===== src/rtl/avalon_mm_cpuif_bridge.sv =====
// Pipelined Avalon-MM agent onto the regblock CPU-interface request/ack bus.
// Up to MAX_OUTSTANDING commands are in flight; their kinds are queued so acks retire in accept order.
module avalon_mm_cpuif_bridge #(
    parameter int DATA_WIDTH      = 32,
    parameter int ADDR_WIDTH      = 32,
    parameter int MAX_OUTSTANDING = 4,
    localparam int BYTE_LSB       = $clog2(DATA_WIDTH / 8)
) (
    input  logic                           clk,
    input  logic                           arst_n,
    input  logic                           read,
    input  logic                           write,
    output logic                           waitrequest,
    input  logic [ADDR_WIDTH-1:0]          address,
    input  logic [DATA_WIDTH-1:0]          writedata,
    input  logic [DATA_WIDTH/8-1:0]        byteenable,
    output logic                           readdatavalid,
    output logic                           writeresponsevalid,
    output logic [DATA_WIDTH-1:0]          readdata,
    output logic [1:0]                     response,
    output logic                           cpuif_req,
    output logic                           cpuif_req_is_wr,
    output logic [ADDR_WIDTH+BYTE_LSB-1:0] cpuif_addr,
    output logic [DATA_WIDTH-1:0]          cpuif_wr_data,
    output logic [DATA_WIDTH-1:0]          cpuif_wr_biten,
    input  logic                           cpuif_req_stall_wr,
    input  logic                           cpuif_req_stall_rd,
    input  logic                           cpuif_rd_ack,
    input  logic                           cpuif_rd_err,
    input  logic [DATA_WIDTH-1:0]          cpuif_rd_data,
    input  logic                           cpuif_wr_ack,
    input  logic                           cpuif_wr_err,
    output logic                           unexpected_ack
);
    localparam int PTR_W = (MAX_OUTSTANDING > 1) ? $clog2(MAX_OUTSTANDING) : 1;
    localparam int CNT_W = $clog2(MAX_OUTSTANDING + 1);
    localparam int CAW   = ADDR_WIDTH + BYTE_LSB;

    logic                       is_wr, is_rd, accept;
    logic                       have_head, head_is_wr, pop_wr, pop_rd, pop;
    logic [MAX_OUTSTANDING-1:0] order_q;
    logic [PTR_W-1:0]           wr_ptr, rd_ptr;
    logic [CNT_W-1:0]           count;

    // Handshake: a command transfers in any cycle where (read|write) is high and
    // waitrequest is low; waitrequest never depends on the ack inputs.
    assign is_wr       = write;
    assign is_rd       = read & ~write;
    assign waitrequest = ~arst_n | (count == CNT_W'(MAX_OUTSTANDING))
                       | (is_wr & cpuif_req_stall_wr) | (is_rd & cpuif_req_stall_rd);
    assign accept      = (read | write) & ~waitrequest;

    assign cpuif_req       = accept;
    assign cpuif_req_is_wr = is_wr;
    assign cpuif_addr      = CAW'(address) << BYTE_LSB;
    assign cpuif_wr_data   = writedata;

    for (genvar i = 0; i < DATA_WIDTH; i++) begin : g_biten
        assign cpuif_wr_biten[i] = byteenable[i/8];
    end

    // With an empty queue the command being accepted this cycle is the head,
    // which lets a same-cycle ack retire it.
    assign have_head  = (count != '0) | accept;
    assign head_is_wr = (count == '0) ? is_wr : order_q[rd_ptr];
    assign pop_wr     = have_head & head_is_wr & cpuif_wr_ack;
    assign pop_rd     = have_head & ~head_is_wr & cpuif_rd_ack;
    assign pop        = pop_wr | pop_rd;

    function automatic logic [PTR_W-1:0] ptr_next(input logic [PTR_W-1:0] p);
        return (p == PTR_W'(MAX_OUTSTANDING - 1)) ? '0 : p + PTR_W'(1);
    endfunction

    always_ff @(posedge clk or negedge arst_n) begin
        if (!arst_n) begin
            order_q <= '0;
            wr_ptr  <= '0;
            rd_ptr  <= '0;
            count   <= '0;
        end else begin
            if (accept) begin
                order_q[wr_ptr] <= is_wr;
                wr_ptr          <= ptr_next(wr_ptr);
            end
            if (pop) begin
                rd_ptr <= ptr_next(rd_ptr);
            end
            if (accept && !pop) begin
                count <= count + CNT_W'(1);
            end else if (pop && !accept) begin
                count <= count - CNT_W'(1);
            end
        end
    end

    always_ff @(posedge clk or negedge arst_n) begin
        if (!arst_n) begin
            readdatavalid      <= 1'b0;
            writeresponsevalid <= 1'b0;
            readdata           <= '0;
            response           <= 2'b00;
            unexpected_ack     <= 1'b0;
        end else begin
            readdatavalid      <= pop_rd;
            writeresponsevalid <= pop_wr;
            readdata           <= pop_rd ? cpuif_rd_data : '0;
            if (pop_rd) begin
                response <= {cpuif_rd_err, 1'b0};
            end else if (pop_wr) begin
                response <= {cpuif_wr_err, 1'b0};
            end else begin
                response <= 2'b00;
            end
            if ((cpuif_wr_ack && !pop_wr) || (cpuif_rd_ack && !pop_rd)) begin
                unexpected_ack <= 1'b1;
            end
        end
    end
endmodule


===== config.mk =====
export PLATFORM = sky130hd
export DESIGN_NAME = avalon_mm_cpuif_bridge
export DESIGN_NICKNAME = d
export VERILOG_FILES = /design/src/rtl/avalon_mm_cpuif_bridge.sv
export SDC_FILE = /design/constraint.sdc
export NUM_CORES = 1
export LEC_CHECK = 0
export CORE_AREA = 2 2 96 98
export CTS_CLUSTER_DIAMETER = 150
export DETAILED_ROUTE_END_ITERATION = 16
export DIE_AREA = 0 0 98 100
export GPL_TIMING_DRIVEN = 0
export PLACE_DENSITY_LB_ADDON = 0.05
export REMOVE_ABC_BUFFERS = 1
export SYNTH_ARGS = -nofsm -noshare
export SYNTH_HDL_FRONTEND = slang
export SYNTH_SLANG_ARGS = --single-unit

===== constraint.sdc =====
create_clock -name clk -period 4.3 [get_ports clk]
set_input_delay 0.645 -clock clk [delete_from_list [all_inputs] [get_ports clk]]
set_output_delay 0.645 -clock clk [all_outputs]
set_load 0.02 [all_outputs]

==> impl_metrics.json <==
{
  "status": "completed",
  "cts_sinks": 47,
  "synth.most_common_cell": "buf_4",
  "crit_path_top_delay_cell": "clkdlybuf4s50_1",
  "peakVddDrop_v": 0.000169,
  "synth_ff_type": "dfrtp_1",
  "fmax_mhz": 286,
  "cap_violations": 0,
  "layout-drive-gt1-share_pct": 8.26,
  "grt_pass1_vias": 1591,
  "worst_slack_ns": 0.803,
  "die-area_um2": 9800,
  "clock_skew_ns": 0.0127,
  "ys_seq_elements": 47,
  "synth.area.top_cells": "dfrtp_1 44%, buf_4 28%, and2_1 7.7%, ha_1 2.8%, mux2_2 2.1%",
  "synth_commonest_cells": "100 x buf_4, 47 x dfrtp_1, 33 x and2_1",
  "holdWs_ns": 0.254,
  "drt-initial-drc-count": 40,
  "io_pins": 248,
  "start_util_pct": 30.1,
  "ys_types": 39,
  "fp.dieH_um": 100,
  "final_antenna_net_count": 0,
  "yosysTopAreaCell": "dfrtp_1",
  "dp_hpwl_mm": 6.45,
  "finalHoldViolations": 0,
  "num_antenna_cells": 0,
  "cts_buffer_depth": 2,
  "post_cts_buffers": 0,
  "dp_slack_ns": 0.797,
  "cts_root_buffer": "clkbuf_8",
  "finalSetupViolCount": 0,
  "syn_avg_cell_area_um2": 10.9,
  "cp_cell_sequence": "clkdlybuf4s50_1 > a21boi_1 > o211a_1 > clkdlybuf4s50_1",
  "ys_seq_area_share_pct": 44.0,
  "synth_area_um2": 2670,
  "drc": 0,
  "cp-end-kind": "primary output",
  "rsz0062_at_grt": "false",
  "area_growth_pct": 9.59,
  "startpoint_type": "input pin",
  "post-route-period-util_pct": 81.3,
  "final_util_pct": 33.0,
  "h-tree-depth": 2,
  "core_area_um2": 8890,
  "cts_tree": "yes",
  "synthArstFlopShare_pct": 100,
  "cts_hold_buf": 0,
  "cts_resized": 0,
  "worstPathArrival_ns": 2.85,
  "first_pass_iters": 4,
  "wl_per_cell_um": 24.0,
  "postSynthCellCount": 245,
  "grt_max_degree": 36,
  "die_w_um": 98,
  "grt_overflow_total": 0,
  "power_density_nw_per_um2": 596,
  "cts_made_buffers": 5,
  "grt_usage_pct": 16.5,
  "gp_congestion": 0.725,
  "vias": 1523,
  "via_per_inst": 4.47,
  "cp.required_ns": 3.65,
  "drt_wl_total_mm": 8.20,
  "grt_pass1_wl_mm": 11.5,
  "power.total_w": 0.00175,
  "drv_slew": 0,
  "rows": 35,
  "portBuffers": 80,
  "clk_transition_reported_paths_ns": 0.09,
  "insertion_delay_ns": 0.30,
  "hp-class": "input pin to asynchronous set/reset pin",
  "nets": 347,
  "fin_crit_ns": 3.50,
  "synth_top_area_share_pct": 44.0,
  "p_leak_nw": 1.27,
  "synth_enable_flop_cells": 0,
  "crit_fanout": 13,
  "yosysWarnings": 0,
  "crit_top_cell": "clkdlybuf4s50_1",
  "antenna_found_initial": 0,
  "path_class": "input pin to primary output",
  "cpPeakStageDelay_ns": 0.68
}
-- path summary, 6_finish.rpt --
kind / from / end / slack, ns / depth (start not counted)
worst max-delay path: write / cpuif_req / 0.80 / 4
max in group asynchronous: arst_n / readdata[30] / 3.53 / 2
min in group clk: order_q[3] / order_q[3] / 0.51 / 1
worst min register to register: order_q[3] / order_q[3] / 0.51 / 1
worst max register to register: rd_ptr[0] / count[1] / 1.75 / 8
worst min-delay path: arst_n / wr_ptr[0] / 0.25 / 1
-- state kept, by name (all words and copies together), names as in the netlist --
signal / count
count: 3
order_q: 4
rd_ptr: 2
readdata: 32
readdatavalid: 1
response: 1
unexpected_ack: 1
wr_ptr: 2
writeresponsevalid: 1
-- cell usage in the layout, fill, tap and decap left out, types with 3 or more instances in the layout --
cell	n
clkdlybuf4s50_1	79
dfrtp_1	47
and2_1	33
nand2_1	6
ha_1	6
clkbuf_8	6
nor2_1	5
mux2_2	5
inv_1	4
conb_1	3
-- through the flow --
step | cells | area (um^2) | TNS, ns
final | 341 | 2930 | 0
after global routing | 341 | 2930 | 0
after CTS | 341 | 2930 | 0
after detailed placement | 334 | 2840 | 0
after global placement | 333 | 2830 | -4.83
after floorplan | 142 | 1890 | 0
-- worst max-delay path: cells and delay by family --
family,cells,cell delay [ns]
buf+inv,2,1.31
compound gates,2,0.89
-- routing by layer --
layer	global-route usage, %	up-vias	wire (um)
li1	-	639	-
met4	11.3	4	620
met3	14.0	37	1500
met1	16.8	681	2770
met5	7.69	-	110
met2	21.5	162	3190
-- cell type report --
cell class,count,area (um^2)
inverter,4,15.0
multi-input combinational,91,697
fill,911,5960
tap,111,139
sequential,47,1180
clock buffer,6,82.6
clock inverter,1,5.00
timing repair buffer,81,816
-- kinds of logic after synthesis --
| kind of cell | count (synthesis) | share of synthesized area, % |
|---|---|---|
| AOI/OAI and AO/OA | 10 | 2.95 |
| xor gates and xnor gates | 3 | 0.983 |
| buffers and inverters | 109 | 30.2 |
| muxes | 10 | 4.54 |
| adders and majority gates | 7 | 3.56 |
| and+or+nand+nor | 58 | 13.6 |
| other | 1 | 0.140 |
| DFF | 47 | 44.0 |
-- where the power goes --
group          internal [W]  switching (W)
registers          0.000595      0.0000824
clock network      0.000127       0.000149
logic              0.000404       0.000389
Note: power is estimated with default switching activity, not from simulation.
